===== src/rtl/clock_pkg.sv =====
// Shared types and constants for the time-of-day engine and its display mapping.
package clock_pkg;

  typedef enum logic [1:0] {RUN, SET_HOUR, SET_MIN, SET_SEC} state_e;

  localparam logic [3:0] DIG_DASH  = 4'hA;
  localparam logic [3:0] DIG_BLANK = 4'hB;

  localparam logic [7:0] MASK_HOUR = 8'b1100_0000;
  localparam logic [7:0] MASK_MIN  = 8'b0001_1000;
  localparam logic [7:0] MASK_SEC  = 8'b0000_0011;

  // Packs a small binary value (0..99) as {tens, ones} BCD.
  function automatic logic [7:0] to_bcd(input int unsigned v);
    return {4'(v / 10), 4'(v % 10)};
  endfunction

endpackage


===== src/rtl/bcd_mod_counter.sv =====
// Two-digit BCD counter with programmable modulus; reset loads a BCD value.
module bcd_mod_counter #(
  parameter int MOD = 60
) (
  input  logic       clk,
  input  logic       reset_n,
  input  logic [7:0] load_val,
  input  logic       inc,
  output logic [3:0] tens,
  output logic [3:0] ones,
  output logic       carry
);

  localparam logic [3:0] MAX_T = 4'((MOD - 1) / 10);
  localparam logic [3:0] MAX_O = 4'((MOD - 1) % 10);

  logic [3:0] tens_q, tens_d;
  logic [3:0] ones_q, ones_d;
  logic       at_max;

  assign at_max = (tens_q == MAX_T) && (ones_q == MAX_O);

  always_comb begin
    tens_d = tens_q;
    ones_d = ones_q;
    if (inc) begin
      if (at_max) begin
        tens_d = 4'd0;
        ones_d = 4'd0;
      end else if (ones_q == 4'd9) begin
        tens_d = tens_q + 4'd1;
        ones_d = 4'd0;
      end else begin
        ones_d = ones_q + 4'd1;
      end
    end
  end

  always_ff @(posedge clk) begin
    if (!reset_n) begin
      tens_q <= load_val[7:4];
      ones_q <= load_val[3:0];
    end else begin
      tens_q <= tens_d;
      ones_q <= ones_d;
    end
  end

  assign tens  = tens_q;
  assign ones  = ones_q;
  assign carry = inc && at_max;

endmodule


===== src/rtl/clock_time_core.sv =====
// Time-of-day engine: 1 Hz prescaler, BCD h/m/s counters and a button-driven
// set mode, mapped onto the 8-digit display driver inputs.
module clock_time_core
  import clock_pkg::*;
#(
  parameter int CLK_HZ    = 100_000_000,
  parameter int INIT_HOUR = 0,
  parameter int INIT_MIN  = 0,
  parameter int INIT_SEC  = 0
) (
  input  logic       clk,
  input  logic       reset_n,
  input  logic       btn_mode,
  input  logic       btn_next,
  input  logic       btn_inc,
  output logic [3:0] led8Number,
  output logic [3:0] led7Number,
  output logic [3:0] led6Number,
  output logic [3:0] led5Number,
  output logic [3:0] led4Number,
  output logic [3:0] led3Number,
  output logic [3:0] led2Number,
  output logic [3:0] led1Number,
  output logic [7:0] point,
  output logic       is_shine,
  output logic [7:0] which_shine,
  output logic       tick_1hz
);

  localparam int CNT_W = (CLK_HZ > 1) ? $clog2(CLK_HZ) : 1;
  localparam logic [CNT_W-1:0] CNT_MAX = CNT_W'(CLK_HZ - 1);

  localparam logic [7:0] INIT_H_BCD = to_bcd(INIT_HOUR);
  localparam logic [7:0] INIT_M_BCD = to_bcd(INIT_MIN);
  localparam logic [7:0] INIT_S_BCD = to_bcd(INIT_SEC);

  state_e           state_q, state_d;
  logic             is_shine_q, is_shine_d;
  logic [7:0]       which_shine_q, which_shine_d;
  logic [CNT_W-1:0] cnt_q, cnt_d;

  logic tick, inc_hit;
  logic sec_inc, min_inc, hr_inc;
  logic sec_carry, min_carry, day_wrap_unused;
  logic [3:0] h_t, h_o, m_t, m_o, s_t, s_o;

  // Mode beats next beats inc; inc only survives when neither other button fires.
  assign inc_hit = btn_inc && !btn_mode && !btn_next;
  assign tick    = (state_q == RUN) && (cnt_q == CNT_MAX);

  always_comb begin
    state_d = state_q;
    cnt_d   = '0;
    if (state_q == RUN) begin
      if (btn_mode) state_d = SET_HOUR;
      else          cnt_d   = (cnt_q == CNT_MAX) ? '0 : cnt_q + 1'b1;
    end else if (btn_mode) begin
      state_d = RUN;
    end else if (btn_next) begin
      case (state_q)
        SET_HOUR: state_d = SET_MIN;
        SET_MIN:  state_d = SET_SEC;
        default:  state_d = SET_HOUR;
      endcase
    end

    is_shine_d = (state_d != RUN);
    case (state_d)
      SET_HOUR: which_shine_d = MASK_HOUR;
      SET_MIN:  which_shine_d = MASK_MIN;
      SET_SEC:  which_shine_d = MASK_SEC;
      default:  which_shine_d = 8'h00;
    endcase
  end

  always_ff @(posedge clk) begin
    if (!reset_n) begin
      state_q       <= RUN;
      cnt_q         <= '0;
      is_shine_q    <= 1'b0;
      which_shine_q <= 8'h00;
    end else begin
      state_q       <= state_d;
      cnt_q         <= cnt_d;
      is_shine_q    <= is_shine_d;
      which_shine_q <= which_shine_d;
    end
  end

  // Carries ripple only from the tick; set-mode edits never spill into the next field.
  assign sec_inc = tick || (inc_hit && state_q == SET_SEC);
  assign min_inc = (tick && sec_carry) || (inc_hit && state_q == SET_MIN);
  assign hr_inc  = (tick && sec_carry && min_carry) || (inc_hit && state_q == SET_HOUR);

  bcd_mod_counter #(.MOD(60)) u_sec (
    .clk(clk), .reset_n(reset_n), .load_val(INIT_S_BCD), .inc(sec_inc),
    .tens(s_t), .ones(s_o), .carry(sec_carry)
  );

  bcd_mod_counter #(.MOD(60)) u_min (
    .clk(clk), .reset_n(reset_n), .load_val(INIT_M_BCD), .inc(min_inc),
    .tens(m_t), .ones(m_o), .carry(min_carry)
  );

  bcd_mod_counter #(.MOD(24)) u_hour (
    .clk(clk), .reset_n(reset_n), .load_val(INIT_H_BCD), .inc(hr_inc),
    .tens(h_t), .ones(h_o), .carry(day_wrap_unused)
  );

  assign led8Number  = h_t;
  assign led7Number  = h_o;
  assign led6Number  = DIG_DASH;
  assign led5Number  = m_t;
  assign led4Number  = m_o;
  assign led3Number  = DIG_DASH;
  assign led2Number  = s_t;
  assign led1Number  = s_o;
  assign point       = 8'hFF;
  assign is_shine    = is_shine_q;
  assign which_shine = which_shine_q;
  assign tick_1hz    = tick;

endmodule


===== config.mk =====
export PLATFORM = sky130hd
export DESIGN_NAME = clock_time_core
export DESIGN_NICKNAME = d
export VERILOG_FILES = /design/src/rtl/clock_pkg.sv /design/src/rtl/bcd_mod_counter.sv /design/src/rtl/clock_time_core.sv
export SDC_FILE = /design/constraint.sdc
export NUM_CORES = 1
export LEC_CHECK = 0
export ABC_CLOCK_PERIOD_IN_PS = 7550
export CAP_MARGIN = 20
export CORE_ASPECT_RATIO = 1.4
export CORE_MARGIN = 2
export CORE_UTILIZATION = 50
export DETAILED_ROUTE_END_ITERATION = 10
export HOLD_SLACK_MARGIN = 0.02
export PLACE_DENSITY = 0.76
export SLEW_MARGIN = 20
export SYNTH_ARGS = -nofsm -noshare
export SYNTH_HDL_FRONTEND = slang
export SYNTH_HIERARCHICAL = 1
export SYNTH_SLANG_ARGS = --single-unit

===== constraint.sdc =====
create_clock -name clk -period 7.55 [get_ports clk]
set_input_delay 2.265 -clock clk [delete_from_list [all_inputs] [get_ports clk]]
set_output_delay 2.265 -clock clk [all_outputs]
set_load 0.1 [all_outputs]

==> flow_metrics.py <==
metrics = {
    "run_status": {
        "status": "finished clean",
    },
    "sta": {
        "tns_ps": 0,
        "finClkSkew_ps": 10.4,
        "hold_ws_ps": 478,
        "slew_viol_final": 0,
        "worst_slew_pin_slew_ps": 993,
        "fmax_mhz": 183,
        "setup_violations": 0,
        "min_period_over_period_pct": 72.3,
        "min_period_ps": 5460,
        "slew_headroom_pct": 33.8,
        "final.setup.worst_slack_ps": 2090,
        "rsz0062_at_grt": "no",
        "finalHoldViolCount": 0,
    },
    "cells_and_area": {
        "final_layout_size_suffix_gt1_share_pct": 7.33,
        "post-route-util_pct": 59.6,
        "postLayoutCellArea_um2": 3860,
        "fillCellCount": 590,
        "fin_nets": 425,
        "areaGrowthSynthToFinish_pct": 16.5,
        "finalNonFillerCells": 483,
        "antennaDiodeCount": 0,
    },
    "synth": {
        "syn_inst": 349,
        "avgSynthCellArea_um2": 9.50,
        "synthesis.area_um2": 3320,
        "yosysWarnings": 6,
    },
    "die": {
        "die_area_um2": 7310,
        "initial_core_util_pct": 51.2,
        "fp.dieW_um": 72.8,
        "ios": 55,
        "die_y_um": 100,
        "rows": 35,
        "core_area_um2": 6480,
    },
    "clock_network": {
        "post_cts.repair.setup_buffers": 0,
        "cts_buffer_depth": 2,
        "cts_buffers": 9,
        "cts_resized": 0,
        "cts_tree": "done",
        "root_buffer": "clkbuf_8",
        "clkLatencyLatePin_ps": 330,
        "cts_hold_buffers": 0,
        "path_clk_slew_ps": 60,
        "numClockSinks": 57,
        "htree_levels": 3,
    },
    "hold_path": {
        "hold_start": "cnt_q[26]",
        "min_path_type": "reg -> reg",
        "holdPathStages": 2,
    },
    "pwr": {
        "power_switching_mw": 0.299,
        "ir_worst_vdd_v": 0.000133,
        "p_clk_share_pct": 28.5,
        "p_leak_nw": 1.45,
        "p_seq_share_pct": 44.4,
        "p_per_area_nw_per_um2": 207,
        "finalPower_mw": 0.801,
        "p_comb_share_pct": 27.2,
        "netSwitchingFraction_pct": 37.4,
        "p_int_mw": 0.502,
    },
    "global_routing": {
        "grt_use_met2_pct": 30.6,
        "antenna_found_initial": 0,
        "grt_usage_pct": 17.6,
        "grt_use_met3_pct": 4.22,
        "grt_max_degree": 34,
        "gr-total-overflow": 0,
        "grt_pass1_wl_um": 10000,
        "use_met1_pct": 20.1,
        "grt_pass1_vias": 2338,
        "grt-busiest-layer": "met2",
    },
    "route": {
        "firstDrtPassIters": 4,
        "drc_errors": 0,
        "drt-initial-drc-count": 127,
        "ant_nets": 0,
        "via_per_inst": 5.27,
        "drt-wirelength-per-cell_um": 12.7,
        "routed_wl_um": 6140,
        "vias": 2543,
    },
    "setup_path": {
        "ff2ff_setup_slack_ps": 4020,
        "ff2ff_path_depth": 13,
        "crit_required_ps": 5290,
        "slowest_stage": "clkdlybuf4s50_1",
        "r2r_start": "cnt_q[0]",
        "crit_fanout": 5,
        "end_kind": "output port",
        "cp-startpoint": "cnt_q[0]",
        "crit_arrival_ps": 3190,
        "slowest_delay_ps": 1240,
        "worstSetupPathType": "reg -> out",
        "critPathLaunchType": "flop",
        "crit_chain": "ha_1, nand4_2, or2_1, nor4_1, clkdlybuf4s50_1",
    },
    "placed_design": {
        "gp_congestion": 0.809,
        "place_area_um2": 3710,
        "place_hpwl_um": 4490,
        "portBuffers": 36,
        "numPlacedInstances": 467,
        "post-place-ws_ps": 2450,
    },
    "flow_run": {
        "drv_cap": 0,
    },
}
## layout by cell type (no fill, tap or decap), types with 3 or more instances in the layout
cell type	n
conb_1	42
clkdlybuf4s50_1	36
dfxtp_1	33
nand2_1	32
nor2_1	25
edfxtp_1	24
inv_1	19
a21oi_1	19
ha_1	16
o31ai_1	12
nand3_1	11
xnor2_1	11
o21ai_0	9
clkbuf_8	9
xor2_1	8
nor3_1	7
nand4_1	7
or4_1	7
or3_1	7
nand2b_1	5
clkinv_2	4
a31oi_1	4
and3b_1	4
o31ai_2	4
nor4_1	3
a21o_1	3
o31ai_4	3
mux2i_1	3
and2_1	3
o21ai_1	3
o2bb2ai_1	3
## sequential cells by signal, indices dropped and copies added, names as in the netlist
name         count
u_hour/ones      4
u_min/ones       4
u_sec/tens       4
u_min/tens       4
is_shine         1
which_shine      3
u_hour/tens      4
state_q          2
cnt_q           27
u_sec/ones       4
## power groups by stage
stage | combinational, mW | sequential, mW | clock (mW)
after floorplan | 0.102 | 0.447 | 0
after global placement | 0.215 | 0.362 | 0
after detailed placement | 0.217 | 0.362 | 0
after CTS | 0.218 | 0.356 | 0.234
after global routing | 0.227 | 0.358 | 0.250
final | 0.218 | 0.356 | 0.228
## worst max-delay path: cells and delay by family, from the launching register on
kind,cells,cell delay [ps]
buffers and inverters,1,1240
adder cells (fa/ha/maj),1,240
AND/OR/NAND/NOR,3,990
flip-flops,1,390
## final timing paths
path	endpoint
setup / recovery	tick_1hz
hold / removal	cnt_q[26]
setup reg to reg	u_hour/tens[0]
hold reg to reg	cnt_q[26]
## metal layers
layer,routed length [µm],share of wire [%]
met2,3190,52
met4,104,1.7
met1,2660,43
met5,0,0
met3,187,3.0
## final cells by class
cell class | instances | area (µm²) | area share [%]
Sequential cell | 57 | 1380 | 35.8
Clock buffer | 11 | 131 | 3.40
Timing Repair Buffer | 37 | 368 | 9.52
Inverter | 19 | 71.3 | 1.85
Multi-Input combinational cell | 280 | 1790 | 46.5
Clock inverter | 5 | 23.8 | 0.615
Tap cell | 74 | 92.6 | 2.40
Power figures use the tool's default switching activity.
